`config.mk`:
```
export PLATFORM = sky130hd
export DESIGN_NAME = fft_stage3_r2sdf
export DESIGN_NICKNAME = d
export VERILOG_FILES = /design/src/rtl/fft_pkg.sv /design/src/rtl/sr4.sv /design/src/rtl/fft_stage3_r2sdf.sv
export SDC_FILE = /design/constraint.sdc
export NUM_CORES = 1
export LEC_CHECK = 0
export ABC_AREA = 1
export BUFFER_PORTS_ARGS = -buffer_cell sky130_fd_sc_hd__buf_4
export CAP_MARGIN = 15
export CORE_MARGIN = 1
export CORE_UTILIZATION = 60
export CTS_BUF_LIST = sky130_fd_sc_hd__clkbuf_4 sky130_fd_sc_hd__clkbuf_8
export CTS_CLUSTER_SIZE = 12
export DETAILED_ROUTE_END_ITERATION = 10
export GPL_ROUTABILITY_DRIVEN = 0
export PLACE_DENSITY = 0.81
export SLEW_MARGIN = 25
export SYNTH_ARGS = -nofsm -noshare
export SYNTH_HDL_FRONTEND = slang
export SYNTH_HIERARCHICAL = 1
export SYNTH_SLANG_ARGS = --single-unit
```
`constraint.sdc`:
```
create_clock -name clk -period 7.2 [get_ports clk]
set_clock_uncertainty 0.1 [all_clocks]
set_input_delay 0.36 -clock clk [delete_from_list [all_inputs] [get_ports clk]]
set_output_delay 0.36 -clock clk [all_outputs]
set_load 0.02 [all_outputs]
```
`src/rtl/fft_pkg.sv`:
```
// Shared definitions for the 32-point R2SDF FFT pipeline.
// Holds the word widths, the W8 twiddle constants and the 16-bit saturation helper.
package fft_pkg;
    localparam int STAGE3_IN_W  = 15;
    localparam int STAGE3_OUT_W = 16;
    localparam int TW_W         = 8;
    localparam int TW_FRAC      = 6;
    localparam int PROD_W       = STAGE3_OUT_W + TW_W + 1;

    typedef logic signed [TW_W-1:0]         tw_t;
    typedef logic signed [STAGE3_OUT_W-1:0] s16_t;
    typedef logic signed [PROD_W-1:0]       prod_t;

    // W8^k in Q1.6; W0 and W2 are applied exactly in the datapath.
    localparam tw_t W0_RE = 8'sd64;
    localparam tw_t W0_IM = 8'sd0;
    localparam tw_t W1_RE = 8'sd45;
    localparam tw_t W1_IM = -8'sd45;
    localparam tw_t W2_RE = 8'sd0;
    localparam tw_t W2_IM = -8'sd64;
    localparam tw_t W3_RE = -8'sd45;
    localparam tw_t W3_IM = -8'sd45;

    localparam prod_t SAT_MAX = 25'sd32767;
    localparam prod_t SAT_MIN = -25'sd32768;

    function automatic tw_t tw_re(input logic [1:0] k);
        case (k)
            2'd0:    return W0_RE;
            2'd1:    return W1_RE;
            2'd2:    return W2_RE;
            default: return W3_RE;
        endcase
    endfunction

    function automatic tw_t tw_im(input logic [1:0] k);
        case (k)
            2'd0:    return W0_IM;
            2'd1:    return W1_IM;
            2'd2:    return W2_IM;
            default: return W3_IM;
        endcase
    endfunction

    function automatic s16_t sat16(input prod_t v);
        if (v > SAT_MAX) begin
            return 16'sh7fff;
        end else if (v < SAT_MIN) begin
            return 16'sh8000;
        end else begin
            return v[15:0];
        end
    endfunction
endpackage

```
`src/rtl/sr4.sv`:
```
// Four-entry complex 16-bit shift register used as the stage-3 feedback buffer.
// Entry 0 takes the pushed word; the head (entry 3) is the oldest word.
module sr4
    import fft_pkg::*;
(
    input  logic                           clk,
    input  logic                           rst,
    input  logic                           shift,
    input  logic signed [STAGE3_OUT_W-1:0] din_r,
    input  logic signed [STAGE3_OUT_W-1:0] din_i,
    output logic signed [STAGE3_OUT_W-1:0] head_r,
    output logic signed [STAGE3_OUT_W-1:0] head_i
);
    s16_t fb_r [4];
    s16_t fb_i [4];

    always_ff @(posedge clk) begin
        if (rst) begin
            for (int n = 0; n < 4; n++) begin
                fb_r[n] <= '0;
                fb_i[n] <= '0;
            end
        end else if (shift) begin
            fb_r[0] <= din_r;
            fb_i[0] <= din_i;
            for (int n = 1; n < 4; n++) begin
                fb_r[n] <= fb_r[n-1];
                fb_i[n] <= fb_i[n-1];
            end
        end
    end

    assign head_r = fb_r[3];
    assign head_i = fb_i[3];
endmodule

```
`src/rtl/fft_stage3_r2sdf.sv`:
```
// Third R2SDF stage of the 32-point DIF FFT: 4-deep feedback, W8 twiddles, 15-bit in, 16-bit out.
// Pipeline: input register, combinational butterfly/rotation, output register (two-cycle latency).
module fft_stage3_r2sdf
    import fft_pkg::*;
(
    input  logic                           clk,
    input  logic                           rst,
    input  logic                           valid_i,
    input  logic signed [STAGE3_IN_W-1:0]  data_in_r,
    input  logic signed [STAGE3_IN_W-1:0]  data_in_i,
    output logic                           valid_o,
    output logic signed [STAGE3_OUT_W-1:0] data_out_r,
    output logic signed [STAGE3_OUT_W-1:0] data_out_i
);
    logic                          in_v;
    logic signed [STAGE3_IN_W-1:0] in_r;
    logic signed [STAGE3_IN_W-1:0] in_i;
    logic [2:0]                    cnt;
    logic                          primed;
    logic                          bfly;
    logic [1:0]                    k;
    logic                          out_v;

    s16_t  head_r, head_i;
    s16_t  ext_r, ext_i;
    s16_t  sum_r, sum_i;
    s16_t  diff_r, diff_i;
    s16_t  rot_r, rot_i;
    s16_t  push_r, push_i;
    s16_t  res_r, res_i;
    prod_t ar, ai, cr, ci;
    prod_t mul_r, mul_i;

    always_ff @(posedge clk) begin
        if (rst) begin
            in_v <= 1'b0;
            in_r <= '0;
            in_i <= '0;
        end else begin
            in_v <= valid_i;
            if (valid_i) begin
                in_r <= data_in_r;
                in_i <= data_in_i;
            end
        end
    end

    // cnt[2] selects FILL (0) or BFLY (1); both only move on an accepted sample.
    always_ff @(posedge clk) begin
        if (rst) begin
            cnt    <= '0;
            primed <= 1'b0;
        end else if (in_v) begin
            cnt <= cnt + 3'd1;
            if (bfly) begin
                primed <= 1'b1;
            end
        end
    end

    assign bfly = cnt[2];
    assign k    = cnt[1:0];

    sr4 u_fb (
        .clk    (clk),
        .rst    (rst),
        .shift  (in_v),
        .din_r  (push_r),
        .din_i  (push_i),
        .head_r (head_r),
        .head_i (head_i)
    );

    always_comb begin
        ext_r  = s16_t'(in_r);
        ext_i  = s16_t'(in_i);
        sum_r  = head_r + ext_r;
        sum_i  = head_i + ext_i;
        diff_r = head_r - ext_r;
        diff_i = head_i - ext_i;

        ar    = prod_t'(head_r);
        ai    = prod_t'(head_i);
        cr    = prod_t'(tw_re(k));
        ci    = prod_t'(tw_im(k));
        mul_r = (ar * cr - ai * ci) >>> TW_FRAC;
        mul_i = (ar * ci + ai * cr) >>> TW_FRAC;

        rot_r = head_r;
        rot_i = head_i;
        case (k)
            2'd0: begin
                rot_r = head_r;
                rot_i = head_i;
            end
            2'd2: begin
                rot_r = head_i;
                rot_i = sat16(-ar);
            end
            default: begin
                rot_r = sat16(mul_r);
                rot_i = sat16(mul_i);
            end
        endcase

        push_r = bfly ? diff_r : ext_r;
        push_i = bfly ? diff_i : ext_i;
        res_r  = bfly ? sum_r : rot_r;
        res_i  = bfly ? sum_i : rot_i;
        // Before the first BFLY the buffer holds no real differences.
        out_v  = in_v & (bfly | primed);
    end

    always_ff @(posedge clk) begin
        if (rst) begin
            valid_o    <= 1'b0;
            data_out_r <= '0;
            data_out_i <= '0;
        end else begin
            valid_o <= out_v;
            if (out_v) begin
                data_out_r <= res_r;
                data_out_i <= res_i;
            end
        end
    end
endmodule

```
# --- Word-level counts from Yosys, hierarchy flattened ---
# Memories as Yosys holds them, arrays and structs flattened.
# Index checks and enable logic that the tools add are counted.
totals:
  register_bits: 68
  latch_bits: 0
  ramBits: 128
  rom_bits: 0
  inputBits: 33
  out_inout_bits: 33
  elab_cells: 69
  mem_count: 2
op_classes:
  n_addsub: 8
  n_mul: 4
  n_div: 0
  order_cmp: 6
  eq_ne: 2
  n_shift: 0
  n_mux: 27
  bitwise: 10
  n_reduce_logical: 2
memory_table:
  columns: ["memory", "depth", "width", "read_ports", "rd_ports_with_merged_regs", "write_ports", "line", "rtl"]
  rows:
  - ["u_fb.fb_i", 4, 16, 4, 0, 4, "sr4.sv:15", "s16_t fb_i [4];"]
  - ["u_fb.fb_r", 4, 16, 4, 0, 4, "sr4.sv:14", "s16_t fb_r [4];"]
ops:
  columns: ["operator", "n"]
  rows:
  - ["$mux W16", 18]
  - ["$mul A16 B8 Y24", 4]
  - ["$pmux W16 S2", 2]
  - ["$gt A19 B16 Y1 const B", 2]
  - ["$lt A19 B16 Y1 const B", 2]
  - ["$add A16 B15 Y16", 2]
  - ["$sub A16 B15 Y16", 2]
  - ["$add A24 B24 Y25", 1]
  - ["$gt A25 B16 Y1 const B", 1]
  - ["$lt A25 B16 Y1 const B", 1]
  - ["$neg A16 Y25", 1]
  - ["$sub A24 B24 Y25", 1]
  - ["$pmux W8 S3", 1]
  - ["$pmux W8 S2", 1]
  - ["$or A1 B1 Y1", 9]
  - ["$mux W1", 5]
  - ["$add A3 B1 Y3 const B", 1]
  - ["$eq A2 B1 Y1 const B", 1]
  - ["$eq A2 B2 Y1 const B", 1]
  - ["$logic_not A2 Y1", 1]
  - ["$reduce_and A2 Y1", 1]
  - ["$and A1 B1 Y1", 1]

# --- Logic depth before layout (Yosys ltp) ---
depth:
  word_depth: 9
  mapped_depth: 41
  ltp_nobuf: 36

# --- Hierarchy ---
# The synthesis kept the hierarchy.
modules_own_cells:
  columns: ["mod", "instances", "cells_each", "area_each_um2", "seq_area_each_um2"]
  rows:
  - ["fft_stage3_r2sdf", 1, 3192, 23072.1, 1361.3]
  - ["sr4", 1, 417, 5092.4, 3843.7]

# --- Worst setup path after synthesis ---
# OpenSTA, ideal clock, no wires.
synth_path:
  path_kind: "flip-flop to flip-flop"
  startpoint: "reg cnt[1]"
  endpoint: "reg data_out_r[2]"
  setup_ps: 119
  arrival_ps: 6635
  required_time_ps: 6981
  slack_ps: 346
  path_stages_with_launch: 39
  n_path_buf: 4
  synth_period_minus_slack_ps: 6854
  cell_sequence: "dfxtp_1 -> inv_1 -> ha_1 -> buf_6 -> inv_1 -> clkbuf_1 -> buf_1 -> nand2_1 -> ha_1 -> or2_2 -> fa_1 -> inv_1 -> fa_1 -> inv_1 -> fa_1 -> fa_1 -> inv_1 -> fa_1 -> (+3 left out) -> inv_1 -> nand2_1 -> nand2_1 -> nand2_1 -> nand2_1 -> inv_1 -> nor2_1 -> nor2_1 -> nand2_1 -> nand2_1 -> nand2_1 -> nor2_1 -> nand2_1 -> nand2_4 -> buf_12 -> a21oi_1 -> o21ai_0 -> nand2_1"
synth_via:
  elab_chain_cells: 9
  elab_cells_between_ends: 14
  cone_classes: "add/sub (1); mul (2); order compare (2); eq/ne (2); mux (6); reduce/logical (1)"
synth_lines:
  columns: ["element", "line", "rtl"]
  rows:
  - ["start, declared", "fft_stage3_r2sdf.sv:18", "logic [2:0] cnt;"]
  - ["start signal, assigned", "fft_stage3_r2sdf.sv:54", "cnt <= cnt + 3'd1;"]
  - ["$eq A2 B2 Y1 (tied with other cells)", "fft_pkg.sv:28, fft_pkg.sv:37, fft_stage3_r2sdf.sv:91", null]
  - ["$pmux W8 S3 or $pmux W8 S2 (tied branches)", "fft_pkg.sv:28, fft_pkg.sv:37", null]
  - ["$mul A16 B8 Y24", "fft_stage3_r2sdf.sv:86", "mul_r = (ar * cr - ai * ci) >>> TW_FRAC;"]
  - ["$sub A24 B24 Y25", "fft_stage3_r2sdf.sv:86", null]
  - ["$lt A19 B16 Y1", "fft_pkg.sv:48", "end else if (v < SAT_MIN) begin"]
  - ["$mux W16", "fft_pkg.sv:48", null]
  - ["$mux W16", "fft_pkg.sv:46", "if (v > SAT_MAX) begin"]
  - ["$pmux W16 S2 (*)", "fft_stage3_r2sdf.sv:91", "case (k)"]
  - ["$mux W16 (*)", "fft_stage3_r2sdf.sv:108", "res_r = bfly ? sum_r : rot_r;"]
  - ["end signal, assigned", "fft_stage3_r2sdf.sv:122", "data_out_r <= res_r;"]
  - ["end, declared", "fft_stage3_r2sdf.sv:12", "output logic signed [STAGE3_OUT_W-1:0] data_out_r,"]
# Mark *: on every way between the ends. The rest lies on a longest branch, timed or not.
# A chain may end at the register's enable or synchronous reset.

# --- Worst setup path in the final report ---
layout_path:
  startpoint: "reg cnt[1]"
  endpoint: "reg data_out_r[0]"
# The elaborated chain is that of the path after synthesis.

==> impl_metrics.ini <==
[power_and_ir_drop]
vdd_ir_drop_max_uv = 406
power_leakage_nw = 16.1
power.internal_w = 0.00359
net-switching-power_w = 0.00458
pwr-share-comb_pct = 75.0
cellPowerDensity_mw_per_mm2 = 276
clock_power_share_pct = 8.9
seqPwrFrac_pct = 16.1
swShare_pct = 56.0

[sta]
rsz0062_at_grt = true
finalCritPeriodShare_pct = 95.5
min_period_ns = 6.87
fmax_mhz = 145
slew_headroom_pct = 33.4
drv_slew = 0
setup_violations = 0
worst_slack_ns = 0.326
max_slew.worst_pin.slew_ns = 0.995
hold_viol = 0

[die]
die_y_um = 219
die-area_mm2 = 0.0478
num_io_pins = 66
die_x_um = 219
rows = 79
initial_utilization_pct = 60.6
core_mm2 = 0.0465

[flow_run]
drv_cap = 0

[drt]
drtAntennaViolNets = 0
firstDrtPassIters = 8
routedWlPerCell_um = 17.7
vias = 23200
wl_um = 75000
via_per_inst = 5.46
drt_iter0_markers = 2493
drc_errors = 0

[critical_path]
cp_slowest_cell = fa_1
worstSetupStartpointType = register
critPathRequiredTime_ns = 7.51
timing.critical_path.buf_inv = 7
crit_fanout = 15
path_delay_family = adder cells
endpoint_kind = register
cp_common_cell = nand2_1
critical_path_arrival_ns = 7.18
max_stage_delay_ns = 0.55
critical_path_class = register to register

[cts]
cts_made_buffers = 17
root_buffer = clkbuf_8
cts_tree = built
clock_path_buffers = 2
insertion_delay_ns = 0.52
cts_sinks = 196
clk_pin_slew_ns = 0.12
h-tree-depth = 4

[place]
dp.cells = 4203
place_ws_ns = 0.243
io_buffers = 65
dpl.hpwl_um = 60500

[yosys]
yosysTopAreaCell = fa_1
synth_area_per_cell_um2 = 7.80
syn_area_mm2 = 0.0282
yosys_warnings = 6
synth_cell_type_count = 54
synth_nets = 4280
netlist_instances = 3609
synth_area_leaders = fa_1, edfxtp_1, inv_1, ha_1, nand2_1
yosysSeqAreaShare_pct = 18.5
ys_ff_latch = 196
ys.flop_type = edfxtp_1
async_reset_ff_share_pct = 0
synth_edf_count = 128
yosys.area.top_type_share_pct = 26.4

[final_layout]
layoutNonFillerInstCount = 4241
area_growth_pct = 4.95
register_area_mm2 = 0.00521
drive_above_1_share_pct = 5.67
utilization_pct = 63.6
multi_input_area_mm2 = 0.0187
nets = 4292
antenna-diode-count = 0
fillers = 3937

[status]
status = completed

[grt]
grt_max_degree = 76
overflow = 0
grt_pass1_vias = 22700
antenna_found_initial = 1
grt_usage_pct = 32.7
grt_pass1_wl_um = 119000

[hold_path]
hold_class = primary input to register
==> worst register-to-register path, delay by kind of cell (launching register included) <==
family | cells | cell delay, ns
flops | 1 | 0.40
buf+inv | 7 | 0.71
fa+ha+maj | 8 | 3.83
compound gates | 3 | 0.49
simple gates | 10 | 1.21
==> placed cells by master (no fill, tap or decap), types with 10 or more instances in the layout <==
master and instances:
a21oi_1 164, a31oi_1 11, buf_4 115, clkbuf_8 17
dfxtp_1 66, edfxtp_1 128, fa_1 372, ha_1 265
inv_1 932, nand2_1 642, nand2_2 10, nand3_1 105
nand4_1 20, nor2_1 392, nor3_1 11, o21ai_0 139
o21bai_1 14, o22ai_1 15, xnor2_1 24, xor2_1 60
==> logic make-up (layout without fill, tap and decap cells) <==
group	Yosys count	in the layout	share of synthesized area, %
DFF	196	196	18.5
xor gates and xnor gates	84	84	2.61
adders and majority gates	638	638	38.3
buffers and inverters	1078	1103	15.4
and+or+nand+nor	1208	1208	17.2
AOI/OAI and AO/OA	405	405	8.04
==> per-layer routing <==
| layer | vias up | GRT usage (%) | wire length (um) |
|---|---|---|---|
| met5 | - | 0 | 13 |
| met4 | 2 | 17.0 | 4660 |
| met3 | 294 | 8.38 | 8330 |
| met2 | 1190 | 50.6 | 33000 |
| met1 | 10800 | 42.4 | 29000 |
| li1 | 10800 | - | - |
==> metrics by stage <==
stage	setup TNS (ns)	total power [W]	instance area, um2	hold WS, ns
finish	0	0.00817	29600	0.0361
global route	-0.0196	0.00892	29600	0.0206
CTS	0	0.00793	29500	0.00219
detailed placement	0	0.00716	29100	0.372
global placement	0	0.00707	29100	0.379
floorplan	0	0.00581	28200	0.335
==> flip-flops by register name (all words and copies together) (netlist names) <==
signal	cells
u_fb/fb_r	64
in_i	15
valid_o	1
cnt	3
data_out_i	16
primed	1
data_out_r	16
u_fb/fb_i	64
in_r	15
in_v	1
==> power by group through the flow <==
stage	Sequential, W	Combinational [W]	Clock (W)
after floorplan	0.00130	0.00451	0
final	0.00132	0.00613	0.000727
after global routing	0.00132	0.00682	0.000777
after global placement	0.00134	0.00573	0
after detailed placement	0.00134	0.00582	0
after CTS	0.00131	0.00587	0.000742
==> cell type report <==
class	instances	area share (%)
clock inverter	15	0.499
inverter	947	12.1
sequential	196	17.6
multi-input combinational	2335	63.1
clock buffer	17	0.792
tap	607	2.57
timing repair buffer	124	3.30
==> synthesized netlist by cell type, drive strengths merged (21+ instances only) <==
library cell / number
buf: 63
nand2: 657
nor2: 399
inv: 945
nand3: 105
a21oi: 170
dfxtp: 68
edfxtp: 128
nand4: 21
fa: 372
o21ai: 151
clkbuf: 68
xnor2: 24
xor2: 60
ha: 266
==> worst paths after layout <==
path                startpoint       endpoint  slack (ns)  cells past startpoint
setup reg to reg        cnt[1]  data_out_r[0]        0.33                     28
hold / removal    data_in_i[9]        in_i[9]        0.04                      3
hold reg to reg         primed         primed        0.40                      2
setup / recovery        cnt[1]  data_out_r[0]        0.33                     28
==> repair_timing <==
action | 4_1_cts | 5_1_grt
endpoints found under the setup margin | 0 | 31
setup buffers | 0 | 0
hold buffers | 6 | 0
gates resized for setup | 0 | 17
endpoints found under the hold margin | 7 | 0
Power figures use the tool's default switching activity.
